$ cat config.mk
export PLATFORM = sky130hd
export DESIGN_NAME = bitwise_stream_alu
export DESIGN_NICKNAME = d
export VERILOG_FILES = /design/src/rtl/bitwise_stream_alu.sv
export SDC_FILE = /design/constraint.sdc
export NUM_CORES = 1
export LEC_CHECK = 0
export ABC_AREA = 1
export BUFFER_PORTS_ARGS = -buffer_cell sky130_fd_sc_hd__buf_2
export CORE_UTILIZATION = 40
export DETAILED_ROUTE_END_ITERATION = 8
export GPL_TIMING_DRIVEN = 0
export SLEW_MARGIN = 20
export SYNTH_ARGS = -nofsm -noshare
export SYNTH_HDL_FRONTEND = slang
export SYNTH_SLANG_ARGS = --single-unit
$ cat constraint.sdc
create_clock -name clk -period 1.8 [get_ports clk]
set_input_delay 0.36 -clock clk [delete_from_list [all_inputs] [get_ports clk]]
set_output_delay 0.36 -clock clk [all_outputs]
set_load 0.03 [all_outputs]
$ cat src/rtl/bitwise_stream_alu.sv
// Pipelined bitwise stream ALU: per-beat AND/OR/XOR/XNOR with an optional
// packet-accumulate mode and a single registered valid/ready output stage.

package bitwise_stream_alu_pkg;
    typedef enum logic [1:0] {
        AND_OP  = 2'd0,
        OR_OP   = 2'd1,
        XOR_OP  = 2'd2,
        XNOR_OP = 2'd3
    } mode_t;
endpackage

module bitwise_stream_alu
    import bitwise_stream_alu_pkg::*;
#(
    parameter int unsigned N     = 8,
    parameter int unsigned CNT_W = 8
) (
    input  logic             clk,
    input  logic             rstN,
    input  logic             in_valid,
    output logic             in_ready,
    input  logic             in_last,
    input  mode_t            mode,
    input  logic             accum,
    input  logic [N-1:0]     a,
    input  logic [N-1:0]     b,
    output logic             out_valid,
    input  logic             out_ready,
    output logic [N-1:0]     result,
    output logic [CNT_W-1:0] out_count
);

    typedef enum logic [0:0] {StIdle, StAccum} state_e;

    state_e           state_q, state_d;
    mode_t            pkt_mode_q, pkt_mode_d;
    logic [N-1:0]     acc_q, acc_d;
    logic [CNT_W-1:0] cnt_q, cnt_d;

    logic             accept;
    logic             take;
    mode_t            eff_mode;
    logic [N-1:0]     r;
    logic [N-1:0]     folded;
    logic [CNT_W-1:0] cnt_inc;
    logic             load;
    logic [N-1:0]     load_val;
    logic [CNT_W-1:0] load_cnt;

    // Handshakes; a held output blocks every beat, including non-last ones mid-packet.
    always_comb begin
        in_ready = !out_valid || out_ready;
        accept   = in_valid && in_ready;
        take     = out_valid && out_ready;
    end

    // Per-beat operation; mid-packet beats use the mode latched on the first beat.
    always_comb begin
        eff_mode = (state_q == StAccum) ? pkt_mode_q : mode;
        unique case (eff_mode)
            AND_OP:  r = a & b;
            OR_OP:   r = a | b;
            XOR_OP:  r = a ^ b;
            XNOR_OP: r = ~(a ^ b);
            default: r = '0;
        endcase
    end

    // Fold into the accumulator; both XOR flavours fold with XOR. Count saturates.
    always_comb begin
        unique case (pkt_mode_q)
            AND_OP:  folded = acc_q & r;
            OR_OP:   folded = acc_q | r;
            XOR_OP:  folded = acc_q ^ r;
            XNOR_OP: folded = acc_q ^ r;
            default: folded = acc_q;
        endcase
        cnt_inc = (cnt_q == {CNT_W{1'b1}}) ? cnt_q : cnt_q + CNT_W'(1);
    end

    // Next-state logic and output-load decision.
    always_comb begin
        state_d    = state_q;
        pkt_mode_d = pkt_mode_q;
        acc_d      = acc_q;
        cnt_d      = cnt_q;
        load       = 1'b0;
        load_val   = r;
        load_cnt   = CNT_W'(1);
        if (accept) begin
            unique case (state_q)
                StIdle: begin
                    if (!accum) begin
                        load = 1'b1;
                    end else begin
                        pkt_mode_d = mode;
                        acc_d      = r;
                        cnt_d      = CNT_W'(1);
                        if (in_last) begin
                            load = 1'b1;
                        end else begin
                            state_d = StAccum;
                        end
                    end
                end
                StAccum: begin
                    acc_d = folded;
                    cnt_d = cnt_inc;
                    if (in_last) begin
                        load     = 1'b1;
                        load_val = folded;
                        load_cnt = cnt_inc;
                        state_d  = StIdle;
                    end
                end
                default: state_d = StIdle;
            endcase
        end
    end

    // Packet state registers.
    always_ff @(posedge clk or negedge rstN) begin
        if (!rstN) begin
            state_q    <= StIdle;
            pkt_mode_q <= AND_OP;
            acc_q      <= '0;
            cnt_q      <= '0;
        end else begin
            state_q    <= state_d;
            pkt_mode_q <= pkt_mode_d;
            acc_q      <= acc_d;
            cnt_q      <= cnt_d;
        end
    end

    // Output register: a load wins over a take, so a simultaneous take+load keeps valid high.
    always_ff @(posedge clk or negedge rstN) begin
        if (!rstN) begin
            out_valid <= 1'b0;
            result    <= '0;
            out_count <= '0;
        end else if (load) begin
            out_valid <= 1'b1;
            result    <= load_val;
            out_count <= load_cnt;
        end else if (take) begin
            out_valid <= 1'b0;
        end
    end

endmodule

=== Word level (Yosys, flattened, before mapping) ===
Cells that the tools add are included.
W data, S select, Z words.

* Bits in registers: 36
* Input bits: 24
* Output and inout port bits: 18
* Word-level logic and storage cells: 57

* Add/sub/neg operators: 1
* Equal/unequal tests: 8
* Multiplexer cells: 23
* Bitwise logic cells: 8
* Reduce and logical (&&, ||, !) cells: 10

{| class="wikitable"
|+ Operators by type and width
! kind !! count
|-
| $mux W8 || 9
|-
| $pmux W8 S2 || 2
|-
| $pmux W8 S4 || 1
|-
| $pmux W8 S3 || 1
|-
| $and A8 B8 Y8 || 2
|-
| $or A8 B8 Y8 || 2
|-
| $xor A8 B8 Y8 || 2
|-
| $add A8 B1 Y8 const B || 1
|-
| $eq A2 B2 Y1 const B || 4
|-
| $eq A8 B8 Y1 const B || 1
|-
| $not A8 Y8 || 1
|-
| $mux W1 || 7
|-
| $eq A2 B1 Y1 const B || 2
|-
| $logic_not A2 Y1 || 2
|-
| $pmux W1 S2 || 2
|-
| $reduce_and A3 Y1 || 1
|-
| $logic_and A1 B1 Y1 || 2
|-
| $mux W2 || 1
|-
| $ne A2 B2 Y1 const B || 1
|-
| $reduce_and A2 Y1 || 1
|-
| $reduce_bool A2 Y1 || 1
|-
| $reduce_or A2 Y1 || 1
|-
| $logic_not A1 Y1 || 1
|-
| $logic_or A1 B1 Y1 || 1
|-
| $not A1 Y1 || 1
|}

=== Longest topological paths before layout ===
* Depth in word-level cells: 8
* Mapped depth: 17

=== Worst setup path after synthesis ===
Ideal clock, no wire load.

* Path kind: register to register
* Start point: reg state_q
* End point: reg result[2]
* Setup time: 0.117 ns
* Data arrival time: 1.779 ns
* Required time: 1.683 ns
* Slack: -0.096 ns
* Cell stages (with the launch flop): 15
* Buffers on the path: 2
* Cells stage by stage: dfrtp_1 > buf_6 > nand2_1 > nand2_2 > buf_6 > or2_0 > nand3_1 > nand2_2 > ha_1 > a21oi_1 > o211ai_1 > nor2_1 > nor2_1 > nand2_1 > nand2_1

* Word-level cells in the longest chain between the ends: 8
* Elaborated cells on any way between the ends: 16
* Those cells by class: eq/ne (3); mux (8); bitwise (4); reduce/logical (1)

{| class="wikitable"
|+ Ends and longest elaborated chain
! what !! line !! source
|-
| start, declared || 36 || <nowiki>state_e state_q, state_d;</nowiki>
|-
| start signal, assigned || 125 || <nowiki>state_q <= StIdle;</nowiki>
|-
| start signal, assigned || 130 || <nowiki>state_q <= state_d;</nowiki>
|-
| $mux W2 || 60 || <nowiki>eff_mode = (state_q == StAccum) ? pkt_mode_q : mode;</nowiki>
|-
| $eq A2 B2 Y1, or another cell as far along || 61 || <nowiki>unique case (eff_mode)</nowiki>
|-
| $pmux W8 S4 || 61 ||
|-
| $xor A8 B8 Y8, or another cell as far along || 75, 76 ||
|-
| $pmux W8 S3 || 72 || <nowiki>unique case (pkt_mode_q)</nowiki>
|-
| $mux W8 || 110 || <nowiki>if (in_last) begin</nowiki>
|-
| $mux W8 || 92 || <nowiki>unique case (state_q)</nowiki>
|-
| $mux W8 || 91 || <nowiki>if (accept) begin</nowiki>
|-
| end signal, assigned || 145 || <nowiki>result <= load_val;</nowiki>
|-
| end, declared || 30 || <nowiki>output logic [N-1:0] result,</nowiki>
|}

Parallel ways exist; a longest one is shown, timed or not.
A chain may end at the register's enable or synchronous reset.

=== Worst setup path in the final report ===
* Start point: reg state_q
* End point: reg result[4]

The elaborated chain is that of the path after synthesis.

==> key figures <==
Yosys
  • Net count after synthesis: 497
  • Top cell type by total area after synthesis: sky130_fd_sc_hd__dfrtp_1
  • Gate Count Post-Synth: 440
  • Top post-synthesis cells by count: sky130_fd_sc_hd__nand2_1, sky130_fd_sc_hd__inv_1, sky130_fd_sc_hd__dfrtp_1, sky130_fd_sc_hd__ha_1, sky130_fd_sc_hd__nand3_1
  • Portion of synthesized cell area occupied by the leading cell type: 30.7%
  • #FFs+latches synth: 36
  • Mean post-synth cell area: 6.67 sq um
  • Largest cells by area after synthesis: sky130_fd_sc_hd__dfrtp_1, sky130_fd_sc_hd__nand2_1, sky130_fd_sc_hd__ha_1
  • Cell with the most instances after synthesis: sky130_fd_sc_hd__nand2_1
  • Number of enable flip-flop cells after synthesis: 0
  • Flip-flop cell with the highest count after synthesis: sky130_fd_sc_hd__dfrtp_1
  • Cell area after technology mapping: 2930 sq um
  • Netlist cell types: 27
  • Sequential cell area fraction in the yosys report: 30.7%
  • Synth Warn #: 0
  • FFs w/ async S/R, synth: 100%

Die
  • Die W: 87.6 um
  • Core area: 6940 sq um
  • Row count: 30
  • Vertical die dimension: 87.6 um
  • Effective utilization at floorplan: 42.2%
  • Floorplan die area: 7680 sq um
  • Num ports: 42

Setup path
  • Register-to-Register Path Depth: 14
  • Top cell by count, worst path: sky130_fd_sc_hd__nand2_4
  • FF-to-FF setup slack: -250 ps
  • CP max stage cell: sky130_fd_sc_hd__dfrtp_1
  • Cell-by-cell trace of the critical path: buf_6 > nand2_4 > nand2_4 > buf_6 > or2_1 > nand3_2 > nand2_4 > ha_4 > a21oi_2 > o211ai_1 > nor2_1 > nor2_1 > nand2_1 > nand2_1
  • Type of destination of the critical path: flip-flop
  • Crit path buf inv count: 2
  • Stages on worst setup path: 14
  • Setup Crit Path Kind: flip-flop to flip-flop
  • Startpoint class of the critical path: flip-flop
  • Critical path origin: state_q
  • Delay of the slowest cell on the worst path: 380 ps
  • Category of cells accounting for the largest share of critical-path delay: simple AND/OR/NAND/NOR gates
  • Critical register-to-register path startpoint: state_q
  • Capture point of the worst reg-to-reg path: result[4]
  • Biggest fanout along the worst timing path: 5
  • Data arrival, critical path: 2240 ps
  • CP required: 1990 ps

Power and ir drop
  • Sw Pwr: 1.67 mW
  • Part of the power in combinational logic: 53.3%
  • Internal power contribution: 2.16 mW
  • Total power divided by cell area: 989 nW/um^2
  • Fraction of power consumed by sequential logic: 30.3%
  • Maximum vdd ir drop: 585 uV
  • Reported leakage power: 2.21 nW
  • Proportion of power drawn by the clock network: 16.4%
  • Switching portion of total power: 43.7%

Timing
  • Setup ws final: -254 ps
  • Highest achievable clock rate: 487 MHz
  • Least-Margin Pin Slew: 837 ps
  • Fin Hold WS: 168 ps
  • Final worst path period share: 114%
  • Final hold vios: 0
  • Unrepaired setup endpoints after global routing: yes
  • Worst rel slew slack: 44.0%
  • Final worst clock skew: 7.43 ps
  • Final setup violation count: 16
  • Fin. max-slew vios: 0
  • Tmin final: 2050 ps

Clock tree
  • Worst-skew pair later-pin latency: 290 ps
  • Buffer depth of the longest clock path: 2
  • Clock tree root buffer cell: sky130_fd_sc_hd__clkbuf_8
  • Clock-pin transition on the worst setup and hold timing paths: 70 ps
  • Number of clock sinks seen by CTS: 36
  • TritonCTS clock tree: done
  • Num CTS Buffers: 5
  • H-tree level count: 2

Layout
  • Final-stage net count: 565
  • Area growth, synth to finish: 32.1%
  • Ratio of cells with drive above 1 in the final layout: 30.1%
  • Antenna diode count: 0
  • Post-Layout Cell Count: 604

GRT
  • Number of antenna violations at the first check in global routing: 0
  • Pin count of the biggest net entering global routing: 37
  • Via count of the first global-routing pass: 2594
  • First-pass GRT wire length: 11800 um
  • Residual overflow from global routing: 0
  • Overall Global Routing Usage: 19.5%

Detailed routing
  • Detailed router's first-iteration violation count: 159
  • Via count: 2810
  • Drt wl/cell: 11.7 um
  • Remaining antenna violation count after routing: 0
  • Per-cell via count in the routed design: 4.65
  • Final wirelength: 7070 um
  • DRC errors left: 0
  • Total iterations of the first detailed-routing run: 4

Place
  • Estimated wirelength of the detail-placed design: 5070 um
  • Inst Count DP: 577
  • Routability congestion estimate from global placement: 0.815
  • Number of port buffers: 41

Worst hold path
  • Worst min-delay path class: primary input to asynchronous set/reset pin

Run status
  • Outcome: complete, but fails checks
  • Violated checks: setup timing

Job
  • Number of maximum-capacitance violations: 0
metrics by stage:
stage / cell area [sq um] / util [%] / total power [mW] / TNS [ps] / setup WS, ps
after floorplan: 3060 / - / 2.37 / -96.8 / -48.4
after global placement: 3380 / 48.7 / 2.74 / -3590 / -264
after detailed placement: 3380 / 48.7 / 2.79 / -3890 / -311
after CTS: 3660 / 52.6 / 3.61 / -2380 / -212
after global routing: 3870 / 55.8 / 4.16 / -4870 / -386
final: 3870 / 55.8 / 3.83 / -2890 / -254
worst max-delay path by stage:
stage / endpoint / slack (ps)
6_report: result[4] / -250
2_1_floorplan: result[2] / -50
5_1_grt: result[4] / -390
3_3_place_gp: result[1] / -260
4_1_cts: result[4] / -210
3_5_place_dp: result[4] / -310
logic make-up after synthesis:
family / Yosys count / share of synthesized area, %
adder cells (fa/ha/maj): 33 / 14.1
AND/OR/NAND/NOR: 243 / 35.7
flip-flops: 36 / 30.7
AO/OA/AOI/OAI: 35 / 6.27
XOR/XNOR: 1 / 0.299
buffers and inverters: 92 / 12.9
cell usage in the layout, fill, tap and decap left out, types with 2 or more instances in the layout:
master | Yosys | final
sky130_fd_sc_hd__buf_12 | 0 | 2
sky130_fd_sc_hd__buf_2 | 5 | 46
sky130_fd_sc_hd__a21oi_1 | 9 | 7
sky130_fd_sc_hd__nand3_2 | 1 | 10
sky130_fd_sc_hd__inv_2 | 2 | 8
sky130_fd_sc_hd__nor2_2 | 1 | 2
sky130_fd_sc_hd__ha_4 | 0 | 11
sky130_fd_sc_hd__ha_2 | 0 | 3
sky130_fd_sc_hd__o21ai_1 | 0 | 3
sky130_fd_sc_hd__nand2_4 | 1 | 16
sky130_fd_sc_hd__nor2_1 | 20 | 19
sky130_fd_sc_hd__o21ai_0 | 23 | 17
sky130_fd_sc_hd__or2_0 | 8 | 7
sky130_fd_sc_hd__buf_6 | 2 | 4
sky130_fd_sc_hd__nand2_2 | 11 | 14
sky130_fd_sc_hd__clkbuf_8 | 0 | 7
sky130_fd_sc_hd__o211ai_1 | 2 | 2
sky130_fd_sc_hd__nand4_1 | 2 | 2
sky130_fd_sc_hd__nand2_1 | 163 | 145
sky130_fd_sc_hd__ha_1 | 33 | 19
sky130_fd_sc_hd__dfrtp_1 | 36 | 36
sky130_fd_sc_hd__buf_4 | 2 | 18
sky130_fd_sc_hd__a21oi_2 | 0 | 2
sky130_fd_sc_hd__nand3_1 | 30 | 21
sky130_fd_sc_hd__or2_2 | 3 | 2
sky130_fd_sc_hd__o21ai_2 | 1 | 4
sky130_fd_sc_hd__inv_1 | 79 | 73
metal layers:
layer	global-route usage, %	part of all wire (%)
met5	0	0
met4	3.28	0.30
met3	3.49	3.1
met2	31.9	46
met1	27.3	50
layout make-up:
| class | instances | area, sq um |
|---|---|---|
| Clock buffer | 7 | 96.3 |
| Multi-Input combinational cell | 312 | 1990 |
| Inverter | 82 | 315 |
| Timing Repair Buffer | 61 | 384 |
| Fill cell | 658 | 3070 |
| Sequential cell | 36 | 901 |
| Buffer | 10 | 70.1 |
| Tap cell | 96 | 120 |
registers in the layout, indices dropped and copies added, names as in the netlist:
register    count
out_count       8
pkt_mode_q      2
acc_q           8
cnt_q           8
state_q         1
result          8
out_valid       1
power by group through the flow:
| stage | Sequential, mW | Clock, mW | Combinational (mW) |
|---|---|---|---|
| 5_1_grt | 1.19 | 0.674 | 2.30 |
| 3_5_place_dp | 1.15 | 0 | 1.64 |
| 6_report | 1.16 | 0.629 | 2.04 |
| 4_1_cts | 1.15 | 0.650 | 1.81 |
| 2_1_floorplan | 1.28 | 0 | 1.09 |
| 3_3_place_gp | 1.15 | 0 | 1.59 |
what timing repair did:
item / in CTS / in global routing
pin swaps: 29 / 47
cloned: 1 / 0
hold buffers: 0 / 0
resized for setup: 23 / 39
setup buffers: 12 / 7
endpoints found under the setup margin: 16 / 16
Power figures use the tool's default switching activity.
